### src/rtl/note_seq_pkg.sv
// note_seq_pkg: sequencer state encoding and note word field layout.
package note_seq_pkg;
    typedef enum logic [2:0] {IDLE, FETCH, LOAD, PLAY, GAP, PAUSED, DONE} state_t;
    localparam int DUR_MSB = 11;
    localparam int DUR_LSB = 8;
    localparam int TONE_MSB = 7;
    localparam int TONE_LSB = 0;
    localparam logic [11:0] END_WORD = 12'h000;
endpackage

### src/rtl/tick_gen.sv
// tick_gen: enable-gated modulo-DIV counter that pulses tick on the cycle it wraps.
module tick_gen #(
    parameter int DIV = 4
) (
    input  logic clk,
    input  logic rstn,
    input  logic en,
    input  logic clr,
    output logic tick
);
    localparam int W = $clog2(DIV);
    logic [W-1:0] cnt_q, cnt_d;
    assign tick = en && !clr && (cnt_q == W'(DIV - 1));
    always_comb cnt_d = (clr || tick) ? '0 : en ? cnt_q + W'(1) : cnt_q;
    always_ff @(posedge clk or negedge rstn)
        if (!rstn) cnt_q <= '0;
        else cnt_q <= cnt_d;
endmodule

### src/rtl/note_sequencer.sv
// note_sequencer: beat-timed note ROM player with pause/stop and end-of-song detection.
// Define NOTE_SEQ_LOOP_EN to restart from address 0 after each song end instead of idling.
module note_sequencer
    import note_seq_pkg::*;
#(
    parameter int ADDR_W = 9,
    parameter int DATA_W = 12,
    parameter int TICK_DIV = 6_250_000,
    parameter int GAP_CYC = 0
) (
    input  logic              clk,
    input  logic              rstn,
    input  logic              play,
    input  logic              pause,
    input  logic              stop,
    output logic [ADDR_W-1:0] rom_addr,
    input  logic [DATA_W-1:0] rom_data,
    output logic [7:0]        tone_code,
    output logic              tone_valid,
    output logic              busy,
    output logic              song_done
);
    localparam int GW = (GAP_CYC > 1) ? $clog2(GAP_CYC) : 1;
    state_t state_q, state_d;
    logic [ADDR_W-1:0] addr_q, addr_d;
    logic [7:0] tone_q, tone_d;
    logic [3:0] dur_q, dur_d, dur_in;
    logic [GW-1:0] gap_q, gap_d;
    logic valid_q, valid_d, busy_q, busy_d, done_q, done_d;
    logic tick, note_end, last_addr;

    // The beat counter only runs in PLAY, holds in PAUSED and restarts for every note.
    tick_gen #(.DIV(TICK_DIV)) u_tick (
        .clk(clk),
        .rstn(rstn),
        .en(state_q == PLAY),
        .clr(stop || ((state_q != PLAY) && (state_q != PAUSED))),
        .tick(tick)
    );

    assign dur_in = rom_data[DUR_MSB:DUR_LSB];
    assign note_end = tick && (dur_q == 4'd1);
    assign last_addr = &addr_q;

    always_comb begin
        state_d = state_q;
        addr_d = addr_q;
        tone_d = tone_q;
        dur_d = tick ? dur_q - 4'd1 : dur_q;
        gap_d = gap_q;
        if (stop) begin
            state_d = IDLE;
            addr_d = '0;
            dur_d = '0;
        end else begin
            case (state_q)
                IDLE: state_d = play ? FETCH : IDLE;
                FETCH: state_d = LOAD;
                LOAD: begin
                    if (rom_data == DATA_W'(END_WORD)) begin
                        state_d = DONE;
                    end else begin
                        state_d = PLAY;
                        tone_d = rom_data[TONE_MSB:TONE_LSB];
                        dur_d = (dur_in == 4'd0) ? 4'd1 : dur_in;
                    end
                end
                // Finishing a note wins over pause; the top address ends the song rather than wrapping.
                PLAY: begin
                    if (note_end) begin
                        state_d = last_addr ? DONE : (GAP_CYC > 0) ? GAP : FETCH;
                        addr_d = last_addr ? addr_q : addr_q + ADDR_W'(1);
                        gap_d = '0;
                    end else if (pause) begin
                        state_d = PAUSED;
                    end
                end
                GAP: begin
                    gap_d = gap_q + GW'(1);
                    state_d = (gap_q == GW'(GAP_CYC - 1)) ? FETCH : GAP;
                end
                PAUSED: state_d = (play && !pause) ? PLAY : PAUSED;
                DONE: begin
                    addr_d = '0;
`ifdef NOTE_SEQ_LOOP_EN
                    state_d = FETCH;
`else
                    state_d = IDLE;
`endif
                end
                default: state_d = IDLE;
            endcase
        end
        if (state_d == IDLE) tone_d = '0;
        valid_d = (state_d == PLAY);
        busy_d = (state_d != IDLE);
        done_d = (state_d == DONE);
    end

    always_ff @(posedge clk or negedge rstn) begin
        if (!rstn) begin
            state_q <= IDLE;
            addr_q <= '0;
            tone_q <= '0;
            dur_q <= '0;
            gap_q <= '0;
            valid_q <= 1'b0;
            busy_q <= 1'b0;
            done_q <= 1'b0;
        end else begin
            state_q <= state_d;
            addr_q <= addr_d;
            tone_q <= tone_d;
            dur_q <= dur_d;
            gap_q <= gap_d;
            valid_q <= valid_d;
            busy_q <= busy_d;
            done_q <= done_d;
        end
    end

    assign rom_addr = addr_q;
    assign tone_code = tone_q;
    assign tone_valid = valid_q;
    assign busy = busy_q;
    assign song_done = done_q;
endmodule

### config.mk
export PLATFORM = sky130hd
export DESIGN_NAME = note_sequencer
export DESIGN_NICKNAME = d
export VERILOG_FILES = /design/src/rtl/note_seq_pkg.sv /design/src/rtl/tick_gen.sv /design/src/rtl/note_sequencer.sv
export SDC_FILE = /design/constraint.sdc
export NUM_CORES = 1
export LEC_CHECK = 0
export ABC_AREA = 1
export CAP_MARGIN = 15
export CORE_MARGIN = 5
export CORE_UTILIZATION = 40
export DETAILED_ROUTE_END_ITERATION = 8
export PLACE_DENSITY = 0.68
export SKIP_CTS_REPAIR_TIMING = 1
export SYNTH_ARGS = -nofsm -noshare
export SYNTH_HDL_FRONTEND = slang
export SYNTH_SLANG_ARGS = --single-unit
### constraint.sdc
create_clock -name clk -period 2.7 [get_ports clk]
set_input_delay 0.54 -clock clk [delete_from_list [all_inputs] [get_ports clk]]
set_output_delay 0.54 -clock clk [all_outputs]
set_load 0.03 [all_outputs]
After elaboration in Yosys (flattened, before gate mapping):

Cells that the tools add are included.

* register bits after elaboration: 51
* input bits: 17
* output and inout port bits: 20

* add/sub/neg operators: 4
* eq/ne operators: 17
* multiplexer cells: 26
* bitwise logic cells: 1
* reductions and logical operators: 22

Operators by type and width (number)
* 23-bit 2-to-1 mux: 2
* 8-bit 2-to-1 mux: 4
* 9-bit 2-to-1 mux: 3
* 23-bit by 1-bit adder with 23-bit output, second input constant: 1
* 23-bit == test, second input constant: 1
* 3-bit 2-to-1 mux: 7
* 4-bit 2-to-1 mux: 5
* 3-bit case mux with 6 select lines: 1
* 9-bit case mux with 2 select lines: 1
* 3-bit == test, second input constant: 4
* 12-bit zero test: 1
* 9-bit by 1-bit adder with 9-bit output, second input constant: 1
* 3-bit by 2-bit == test with 1-bit output, second input constant: 3
* 3-bit inequality test, second input constant: 3
* 3-bit AND reduction: 3
* 9-bit AND reduction: 1
* 3-bit zero test: 2
* 2-bit nonzero test: 3
* 3-bit nonzero test: 2
* 1-bit logical AND: 5
* 4-bit by 1-bit == test with 1-bit output, second input constant: 1
* 4-bit zero test: 1
* 2-bit by 1-bit inequality test with 1-bit output, second input constant: 2
* 4-bit by 1-bit subtractor with 4-bit output, second input constant: 1
* 9 further kinds: 12

Depth between registers and ports, before layout:

Gate-level depths: netlist of run 1.

* word-level depth: 13
* mapped depth: 14
* mapped depth without buffers: 14

Cells and area by module:

Synthesis of run 1 repeated with hierarchy kept, for this count alone.

* cell total of the unflattened synthesis: 468
* area total of the unflattened synthesis: 3278.1 µm²

Modules (own cells, without submodules)
* note_sequencer: instances 1, cells an instance 225, area each 1682.9 µm², seq. area each 700.7 µm²
* tick_gen: instances 1, cells an instance 243, area each 1595.3 µm², seq. area each 575.6 µm²

Worst setup path after synthesis of run 1:

No wires, ideal clock.

* kind: flip-flop to flip-flop
* start: register addr_q[0], in the netlist rom_addr[0]
* end: register addr_q[3], in the netlist rom_addr[3]
* library setup time: 122 ps
* arrival: 1998 ps
* required time: 2578 ps
* setup slack: 580 ps
* stages on the path, launching flop included: 14
* cells stage by stage: dfrtp_1 ha_1 nand2_1 nor2_1 nand3_1 nor2_1 ha_1 inv_1 o21ai_0 o21ai_1 nand2_1 inv_2 nand2_1 o21ai_1

* word-level cells in the longest chain between the ends: 5

RTL lines
* start: declaration: RTL line note_sequencer.sv:25 `logic [ADDR_W-1:0] addr_q, addr_d;`
* start signal: assignment: RTL line note_sequencer.sv:112 `addr_q <= addr_d;`
* 9-bit by 1-bit adder with 9-bit output: RTL line note_sequencer.sv:72 `addr_d = last_addr ? addr_q : addr_q + ADDR_W'(1);`
* 9-bit 2-to-1 mux: RTL line note_sequencer.sv:72
* 9-bit 2-to-1 mux: RTL line note_sequencer.sv:70 `if (note_end) begin`
* 9-bit case mux with 2 select lines: RTL line note_sequencer.sv:56 `case (state_q)`
* 9-bit 2-to-1 mux: RTL line note_sequencer.sv:51 `if (stop) begin`

Parallel ways exist; a longest one is shown, timed or not. The select of a mux whose other input is x is not followed.
A chain may end at the register's enable or synchronous reset.

Final worst setup path of run 1:

* start: register u_tick.cnt_q[0]
* end: register u_tick.cnt_q[4]

* word-level cells in the longest chain between the ends: 4

RTL lines
* start: declaration: RTL line tick_gen.sv:12 `logic [W-1:0] cnt_q, cnt_d;`
* start signal: assignment: RTL line tick_gen.sv:17 `else cnt_q <= cnt_d;`
* branches (longest 4 deep; another with 23-bit by 1-bit adder with 23-bit output)

Several ways; the timed one is not identified. The select of a mux whose other input is x is not followed.

==> results of run 1 <==
## state kept, by name, summed over array words and instances (netlist names)
| signal | cells |
|---|---|
| busy | 1 |
| dur_q | 4 |
| gap_q | 1 |
| rom_addr | 9 |
| song_done | 1 |
| state_q | 3 |
| tone_code | 8 |
| tone_valid | 1 |
| u_tick.cnt_q | 23 |
## report_power, final
group	switching (mW)	total, mW	internal, mW
clock network	0.259	0.530	0.271
logic	0.162	0.254	0.0916
registers	0.0233	0.812	0.789
total	0.444	1.60	1.15
## per-layer routing
layer / global-route usage / vias up / routed length [um]
li1: - / 1543 / -
met1: 0.2141 / 1402 / 3623
met2: 0.2760 / 76 / 3615
met3: 0.03296 / 7 / 375
met4: 0.03992 / 0 / 57
met5: 0 / - / 0
## cells in the mapped netlist (6+ instances only)
| cell type | count | share of area |
|---|---|---|
| o21ai_1 | 21 | 0.033 |
| inv_2 | 11 | 0.013 |
| a21oi_1 | 7 | 0.011 |
| nand4_1 | 17 | 0.033 |
| o21ai_0 | 16 | 0.025 |
| dfrtp_1 | 51 | 0.40 |
| nor2_1 | 49 | 0.057 |
| nand2_1 | 112 | 0.13 |
| nand3_1 | 32 | 0.050 |
| inv_1 | 50 | 0.058 |
| nor4_1 | 7 | 0.014 |
| nor3_1 | 15 | 0.023 |
| xor2_1 | 13 | 0.035 |
| buf_2 | 6 | 0.0093 |
## worst paths after layout
check / endpoint / slack, ns / cells after the start
min: u_tick.cnt_q[17] / 0.31 / 1
max in group asynchronous: gap_q / 1.72 / 2
min reg2reg: gap_q / 0.53 / 1
min in group clk: gap_q / 0.53 / 1
max reg2reg: u_tick.cnt_q[4] / 0.51 / 11
max: u_tick.cnt_q[4] / 0.51 / 11
## kinds of logic (layout without fill, tap and decap cells)
group,after synthesis,after routing
adders and majority gates,5,5
and+or+nand+nor,250,250
buffers and inverters,74,112
AOI/OAI and AO/OA,56,56
muxes,1,1
xor gates and xnor gates,13,13
DFF,51,51
## stage by stage
stage                     power (mW)  hold WS [ns]  area, sq um
after floorplan               0.9821        0.2444         3222
after CTS                      1.614        0.3450         3800
after global placement         1.079        0.4999         3694
final                          1.596        0.3148         3800
after detailed placement       1.084        0.5144         3694
after global routing           1.683        0.3821         3800
## final cells by class
class	count	area, sq um	share of cell area
well taps	102	127.6	0.03359
clock inverters	2	37.54	0.009878
flip-flops and latches	51	1276	0.3359
repair buffers	43	407.9	0.1073
inverters	62	232.7	0.06124
clock buffers	5	68.82	0.01811
multi-input cells	325	1649	0.4340
==> summary.txt, run 1 <==
Run status
  – Outcome: completed

Drt
  – WL/cell: between 10 and 15 um
  – Detailed Routing Iterations Pass 1: 4
  – Vias/cell: roughly 5
  – DRT iter0 DRCs: 151
  – Vias: a little over 3000
  – Post-route DRC: 0
  – Total wire length: about 7700 um
  – Final ANT Viol Nets: 0

Final layout
  – Ant. Diodes: 0
  – Nets@finish: 510
  – Filler cells: ~770
  – Most frequent cells in the layout: 112 x nand2_1, 51 x dfrtp_1, 50 x inv_1, 49 x nor2_1, 35 x clkdlybuf4s50_1
  – Ratio of cells with drive above 1 in the final layout: 0.08811
  – Commonest non-fill, non-tap cell in the layout: nand2_1
  – Final Util: 0.4892
  – Area Growth Syn to Fin: 17.94%
  – Layout Cells excl Fill: around 600

Worst setup path
  – Worst EP required: between 2 and 3 ns
  – CP peak stage delay: approximately 0.48 ns
  – Critical path, cell by cell: ha_1 > inv_2 > nor2_2 > inv_1 > nor2_2 > nand2_1 > nand4_2 > buf_4 > nand2_1 > nor3_1 > nor2_1
  – Critical path startpoint category: flip-flop
  – Top delay family on crit path: simple AND/OR/NAND/NOR gates
  – CP max-delay cell: dfrtp_1
  – Reg2reg start: u_tick.cnt_q[0]
  – Buf+Inv Stages, Crit Path: 3
  – Crit Path Max Fanout: 22
  – CP Class: flip-flop to flip-flop
  – Crit. End Element: flip-flop
  – Crit. Startpoint: u_tick.cnt_q[0]
  – Critical Path AT: around 2.4 ns

Timing
  – Period utilization: 0.8115
  – Slew Viols, Final: 0
  – Slew HR: 0.4674
  – Setup ws final: ~0.51 ns
  – Max Freq: 456.4 MHz
  – Final setup vio count: 0
  – RSZ-0062 raised after global routing: false
  – Period minus WS final: between 2 and 2.5 ns
  – Setup TNS: 0 ns
  – Worst-Margin Slew: around 0.80 ns
  – Worst Skew: around 0.0070 ns
  – Final hold violation count: 0

CTS
  – Num CTS Buffers: 5
  – H-tree levels: 2
  – Root Driver: clkbuf_8
  – Maximum clock path buffer count: 2
  – CTS sink count: 51
  – Clock transition at the registers of the reported paths: approximately 0.090 ns
  – CTS tree: yes
  – Skew-Pair Late Insertion Delay: around 0.31 ns

Logic synthesis
  – Post-synthesis average cell area: between 7 and 8 sq um
  – Synth warn: 0
  – Number of synthesized register bits: a little over 50
  – Synth Area in Compound Gates: 0.09553
  – Synth cell types: 35
  – Post-synthesis cell count: 450
  – Syn_nets: 472
  – Ys async rst share: 1.000
  – Netlist Area Pre-Place: between 0.003 and 0.004 sq mm
  – Synth Area in Adders: 0.01942
  – Synth Flop Type: dfrtp_1
  – Mux cell area share after synthesis: 0.003495
  – Post-synthesis simple-gate area fraction: 0.3581
  – EDFF count, synth: 0
  – Main combinational cell family by area after synthesis: simple AND/OR/NAND/NOR gates
  – XOR/XNOR Fraction of Synth Area: 0.03534
  – Sequential share of the synthesized area: 0.3961

GRT
  – Global route total overflow: 0
  – Vias in the first global route: between 3000 and 4000
  – GRT Overall Usage: 0.1634
  – Largest net degree at the start of global routing: 36
  – Initial antenna violation count: 0
  – First-pass GRT wire length: 13550 um

Placement
  – Place WS: 0.3195 ns
  – Port-buffer cells: 36
  – GPL Wtd Cong: between 0.9 and 1
  – Final HPWL DP: 5931 um
  – Post-Place Cells: between 500 and 600

Die
  – Initial core utilization: 0.4148
  – Ports: 37
  – Die ar.: 0.009949 sq mm
  – Row cnt: 32
  – Core area: just under 0.008 sq mm
  – Die width: 99.75 um
  – Die Span Y: approximately 100 um

Min path
  – Type of the worst min-delay path: input pin to asynchronous set/reset pin

Pwr
  – Pwr/cell area: between 400 and 500 mW/mm^2
  – Max rail drop VDD: 0.2636 mV
  – P_leak: 1.709 nW

Job
  – Max-cap viol count: 0
(Power assumes the default switching activity.)
==> inputs of run 2 (changes only) <==
--- a/config.mk
+++ b/config.mk
@@ -10,7 +10,7 @@
 export CORE_MARGIN = 5
 export CORE_UTILIZATION = 40
 export DETAILED_ROUTE_END_ITERATION = 8
-export PLACE_DENSITY = 0.68
+export PLACE_DENSITY = 0.7
 export SKIP_CTS_REPAIR_TIMING = 1
 export SYNTH_ARGS = -nofsm -noshare
 export SYNTH_HDL_FRONTEND = slang
==> constraint.sdc (replaced) <==
create_clock -name clk -period 1.9 [get_ports clk]
set_input_delay 0.38 -clock clk [delete_from_list [all_inputs] [get_ports clk]]
set_output_delay 0.38 -clock clk [all_outputs]
set_load 0.03 [all_outputs]
==> run 2 against run 1 <==
Net effect: the run now ends with negative setup slack left; largest power group unchanged; sequential power up 42%; clock power increased by 26%; largest cell class unchanged; combinational power up 97%.
==> summary.txt, run 2 (synthesized netlist as in run 1, its figures left out) <==
Run status
  – Outcome: complete, but fails checks
  – Failing checks: negative setup slack

CTS
  – H-tree levels: 2
  – Clock transition at the registers of the reported paths: approximately 0.10 ns
  – Num CTS Buffers: 5
  – Skew-Pair Late Insertion Delay: around 0.31 ns
  – CTS tree: yes
  – CTS sink count: 51
  – Maximum clock path buffer count: 2
  – Root Driver: clkbuf_8

Worst setup path
  – Crit. End Element: flip-flop
  – Worst EP required: between 2 and 2.5 ns
  – Reg2reg start: rom_addr[0]
  – Critical Path AT: 2.12 ns
  – CP Class: flip-flop to flip-flop
  – Crit Path Max Fanout: 5
  – Critical path startpoint category: flip-flop
  – Crit. Startpoint: rom_addr[0]

Pwr
  – Pwr/cell area: between 500 and 600 mW/mm^2
  – Clock share of power: 0.287
  – Power, Total: about 2.3 mW
  – Switching part of the total power: 0.2986
  – Comb pwr share: 0.216
  – Cell internal pwr: between 1.5 and 2 mW
  – Switching pwr: approximately 0.7 mW
  – Sequential power share: 0.497
  – P_leak: ~2.1 nW
  – Max rail drop VDD: ~0.32 mV

Drt
  – Detailed Routing Iterations Pass 1: 4
  – DRT iter0 DRCs: 129
  – Vias/cell: about 5
  – Post-route DRC: 0
  – Vias: 3286
  – Final ANT Viol Nets: 0
  – WL/cell: 13.95 um
  – Total wire length: approximately 9000 um

Timing
  – Worst-Margin Slew: ~0.50 ns
  – Max Freq: between 500 and 600 MHz
  – Worst Skew: between 0.01 and 0.015 ns
  – Period minus WS final: between 1.5 and 2 ns
  – Hold WS: 0.02195 ns
  – Final hold violation count: 0
  – Slew HR: 0.6634
  – Setup ws final: -0.005537 ns
  – Period utilization: 1.003
  – Slew Viols, Final: 0
  – RSZ-0062 raised after global routing: true
  – Final setup vio count: 2

Die
  – Die Span Y: 99.75 um
  – Die ar.: approximately 0.0099 sq mm
  – Core area: around 0.0078 sq mm
  – Die width: between 90 and 100 um
  – Ports: 37
  – Initial core utilization: 0.4148
  – Row cnt: 32

GRT
  – Largest net degree at the start of global routing: 34
  – First-pass GRT wire length: around 15000 um
  – Global route total overflow: 0
  – GRT Overall Usage: 0.1810
  – Vias in the first global route: 3270
  – Initial antenna violation count: 0

Final layout
  – Layout Cells excl Fill: around 650
  – Filler cells: approximately 710
  – Post-Layout Inst Area: between 0.004 and 0.005 sq mm
  – Ant. Diodes: 0
  – Biggest register: u_tick.cnt_q
  – Ratio of cells with drive above 1 in the final layout: 0.2606
  – Final Util: 0.5726
  – Multi-input gate area: between 0.0015 and 0.002 sq mm
  – Commonest non-fill, non-tap cell in the layout: nand2_1
  – Area Growth Syn to Fin: 38.06%
  – Max reg flops: 23
  – Nets@finish: 566
  – Most frequent cells in the layout: 99 x nand2_1, 57 x buf_4, 47 x dfrtp_1, 44 x nor2_1, 42 x inv_1
  – Total area of sequential cells: ~0.0013 sq mm

Placement
  – Post-Place Cells: between 600 and 700
  – Final HPWL DP: 6623 um
  – Cell Area, Placed: 0.004059 sq mm
  – Port-buffer cells: 36
  – GPL Wtd Cong: between 0.9 and 1

Min path
  – Type of the worst min-delay path: input pin to asynchronous set/reset pin

Job
  – Max-cap viol count: 0
==> run 2: metal layers <==
layer | routed length [um] | track usage | up-vias
met3 | 432 | 0.03717 | 10
li1 | - | - | 1661
met4 | 116 | 0.04727 | 0
met2 | 4642 | 0.3140 | 75
met1 | 3836 | 0.2284 | 1540
met5 | 0 | 0 | -
==> run 2: final timing paths <==
kind / end / slack [ns] / depth (start not counted)
setup / recovery: tone_code[1] / -0.006 / 14
hold / removal: u_tick.cnt_q[2] / 0.02 / 1
setup reg to reg: tone_code[1] / -0.006 / 14
hold reg to reg: u_tick.cnt_q[16] / 0.53 / 2
max in group asynchronous: state_q[2] / 1.31 / 2
min in group clk: u_tick.cnt_q[16] / 0.53 / 2
==> run 2: power groups by stage <==
stage               clock network [mW]  registers (mW)  logic, mW
floorplan                            0            1.20      0.203
global placement                     0            1.17      0.404
detailed placement                   0            1.17      0.412
CTS                              0.691            1.15      0.413
global route                     0.734            1.16      0.548
finish                           0.666            1.15      0.501
==> run 2: through the flow <==
stage | TNS, ns | worst slack [ns]
3_3_place_gp | -3.973 | -0.1739
6_report | -0.006550 | -0.005537
2_1_floorplan | 0 | 0.002962
4_1_cts | -2.209 | -0.1185
5_1_grt | -3.526 | -0.1933
3_5_place_dp | -5.617 | -0.2141
==> run 2: final cells by class <==
cell class	count	area share
clock buffers	7	0.01941
clock inverters	1	0.001969
inverters	62	0.05345
multi-input cells	326	0.4141
flip-flops and latches	51	0.2880
well taps	102	0.02869
repair buffers	98	0.1944
==> run 2: worst max-delay path, stage by stage, from the launching register on <==
cell and delay, ns:
dfrtp_2 0.44, ha_4 0.18, nand2_4 0.07, nor2_4 0.04
nand3_2 0.07, nor2_2 0.04, ha_2 0.17, inv_2 0.05
nand4_1 0.15, nand3_1 0.15, nand2_2 0.08, nand2_4 0.12
nand3_4 0.13, nand2_2 0.10, inv_2 0.03
==> inputs of run 3 (changes only) <==
==> constraint.sdc (replaced) <==
create_clock -name clk -period 1.55 [get_ports clk]
set_input_delay 0.31 -clock clk [delete_from_list [all_inputs] [get_ports clk]]
set_output_delay 0.31 -clock clk [all_outputs]
set_load 0.03 [all_outputs]
==> run 3 against run 2 <==
Net effect: the run still ends with negative setup slack left; clock-buffer cell count shrank 1; sequential cell count is the same; global-route usage grew 0.85 points; final cell count increased by 12%; sequential share of layout area shrank 5.8 points; sequential power is 23% higher; register-to-register slack got worse by 0.36 ns; die area is the same; clock power is 45% higher; critical path depth down 1; design area increased by 25%; core utilization is 14 points higher.
==> summary.txt, run 3 (synthesized netlist as in run 1, its figures left out) <==
Timing
  – RSZ-0062 raised after global routing: true
  – Setup ws final: -0.3696 ns
  – Max Freq: ~520 MHz
  – Hold WS: roughly 0.5 ns
  – Worst Skew: around 0.018 ns
  – Period utilization: 1.238
  – Final setup vio count: 51
  – Final hold violation count: 0
  – Period minus WS final: between 1.5 and 2 ns
  – Slew Viols, Final: 0
  – Setup TNS: -12.95 ns
  – Worst-Margin Slew: around 0.35 ns
  – Slew HR: 0.7665

Worst setup path
  – CP Class: flip-flop to flip-flop
  – Critical Path AT: between 2 and 2.5 ns
  – Worst EP required: about 1.8 ns
  – Critical path startpoint category: flip-flop
  – Crit Path Max Fanout: 4
  – Reg2reg start: u_tick.cnt_q[1]
  – Crit. End Element: flip-flop
  – Crit. Startpoint: u_tick.cnt_q[1]

Pwr
  – Max rail drop VDD: ~0.48 mV
  – Power, Total: ~3.0 mW
  – Pwr/cell area: 547.1 mW/mm^2
  – P_leak: ~2.9 nW

Drt
  – Vias: 3786
  – DRT iter0 DRCs: between 150 and 200
  – Total wire length: between 10000 and 15000 um
  – Final ANT Viol Nets: 0
  – Vias/cell: about 5.2
  – Post-route DRC: 0
  – Detailed Routing Iterations Pass 1: 4
  – WL/cell: between 15 and 20 um

Die
  – Row cnt: 32
  – Die width: roughly 100 um
  – Core area: 0.007767 sq mm
  – Die ar.: between 0.009 and 0.01 sq mm
  – Die Span Y: about 100 um
  – Initial core utilization: 0.4148
  – Ports: 37

Placement
  – Place WS: -0.5624 ns
  – Post-Place Cells: between 600 and 700
  – Port-buffer cells: 36
  – Cell Area, Placed: 0.004523 sq mm
  – Final HPWL DP: a little under 7000 um
  – GPL Wtd Cong: around 0.91

Final layout
  – Biggest register: u_tick.cnt_q
  – Ratio of cells with drive above 1 in the final layout: 0.4334
  – Post-Layout Inst Area: about 0.0056 sq mm
  – Nets@finish: between 600 and 700
  – Ant. Diodes: 0
  – Commonest non-fill, non-tap cell in the layout: buf_4
  – Max reg flops: 23
  – Area Growth Syn to Fin: 72.78%
  – Final Util: 0.7167
  – Layout Cells excl Fill: 725
  – Most frequent cells in the layout: 116 x buf_4, 93 x nand2_1, 49 x dfrtp_1, 41 x nor2_1, 39 x inv_1

GRT
  – Largest net degree at the start of global routing: 52
  – Initial antenna violation count: 0
  – Global route total overflow: 0
  – Vias in the first global route: 3534
  – First-pass GRT wire length: approximately 16000 um
  – Global routing's busiest layer: met2
  – M2 GR Usage: 0.3268
  – GRT Overall Usage: 0.1896
  – Met3 Use GR: 0.03226
  – Met1 Usage GRT: 0.2388

CTS
  – Root Driver: clkbuf_8
  – CTS tree: yes
  – Clock transition at the registers of the reported paths: about 0.11 ns
  – CTS sink count: a little over 50
  – H-tree levels: 2
  – Num CTS Buffers: 5
  – Skew-Pair Late Insertion Delay: 0.32 ns
  – Maximum clock path buffer count: 2

Min path
  – Type of the worst min-delay path: input pin to asynchronous set/reset pin

Run status
  – Failing checks: negative setup slack
  – Outcome: complete, but fails checks

Job
  – Max-cap viol count: 0
-- run 3: worst paths after layout --
path | slack, ns | cells after the start | to
max reg2reg | -0.37 | 13 | tone_code[0]
min reg2reg | 0.57 | 1 | gap_q
min in group clk | 0.57 | 1 | gap_q
max in group asynchronous | 0.80 | 3 | rom_addr[1]
max | -0.37 | 13 | tone_code[0]
min | 0.50 | 3 | gap_q
-- run 3: where the power goes --
| part | switching (mW) | internal, mW |
|---|---|---|
| clock | 0.485 | 0.483 |
| sequential | 0.0330 | 1.37 |
| combinational | 0.379 | 0.291 |
-- run 3: critical path, stage by stage, from the launching register on --
cell	delay [ns]
dfrtp_1	0.41
ha_4	0.18
inv_4	0.04
nor2_4	0.15
buf_6	0.13
nand4_1	0.09
nor2_2	0.17
nand3_1	0.10
nand2_1	0.09
nand2_1	0.06
nand2_2	0.15
nand3_2	0.14
nand2_1	0.09
inv_1	0.04
-- run 3: area by class of cell --
| type | count | area [sq um] |
|---|---|---|
| Fill cell | 576 | 2201 |
| Multi-Input combinational cell | 326 | 2185 |
| Timing Repair Buffer | 175 | 1587 |
| Sequential cell | 51 | 1279 |
| Inverter | 62 | 267.8 |
| Tap cell | 102 | 127.6 |
| Clock buffer | 6 | 72.57 |
| Clock inverter | 2 | 37.54 |
| Timing Repair inverter | 1 | 11.26 |
-- run 3: metal layers --
| layer | vias up | wire length [um] |
|---|---|---|
| met1 | 1824 | 4326 |
| met5 | - | 0 |
| met2 | 114 | 5915 |
| li1 | 1819 | - |
| met3 | 29 | 460 |
| met4 | 0 | 323 |
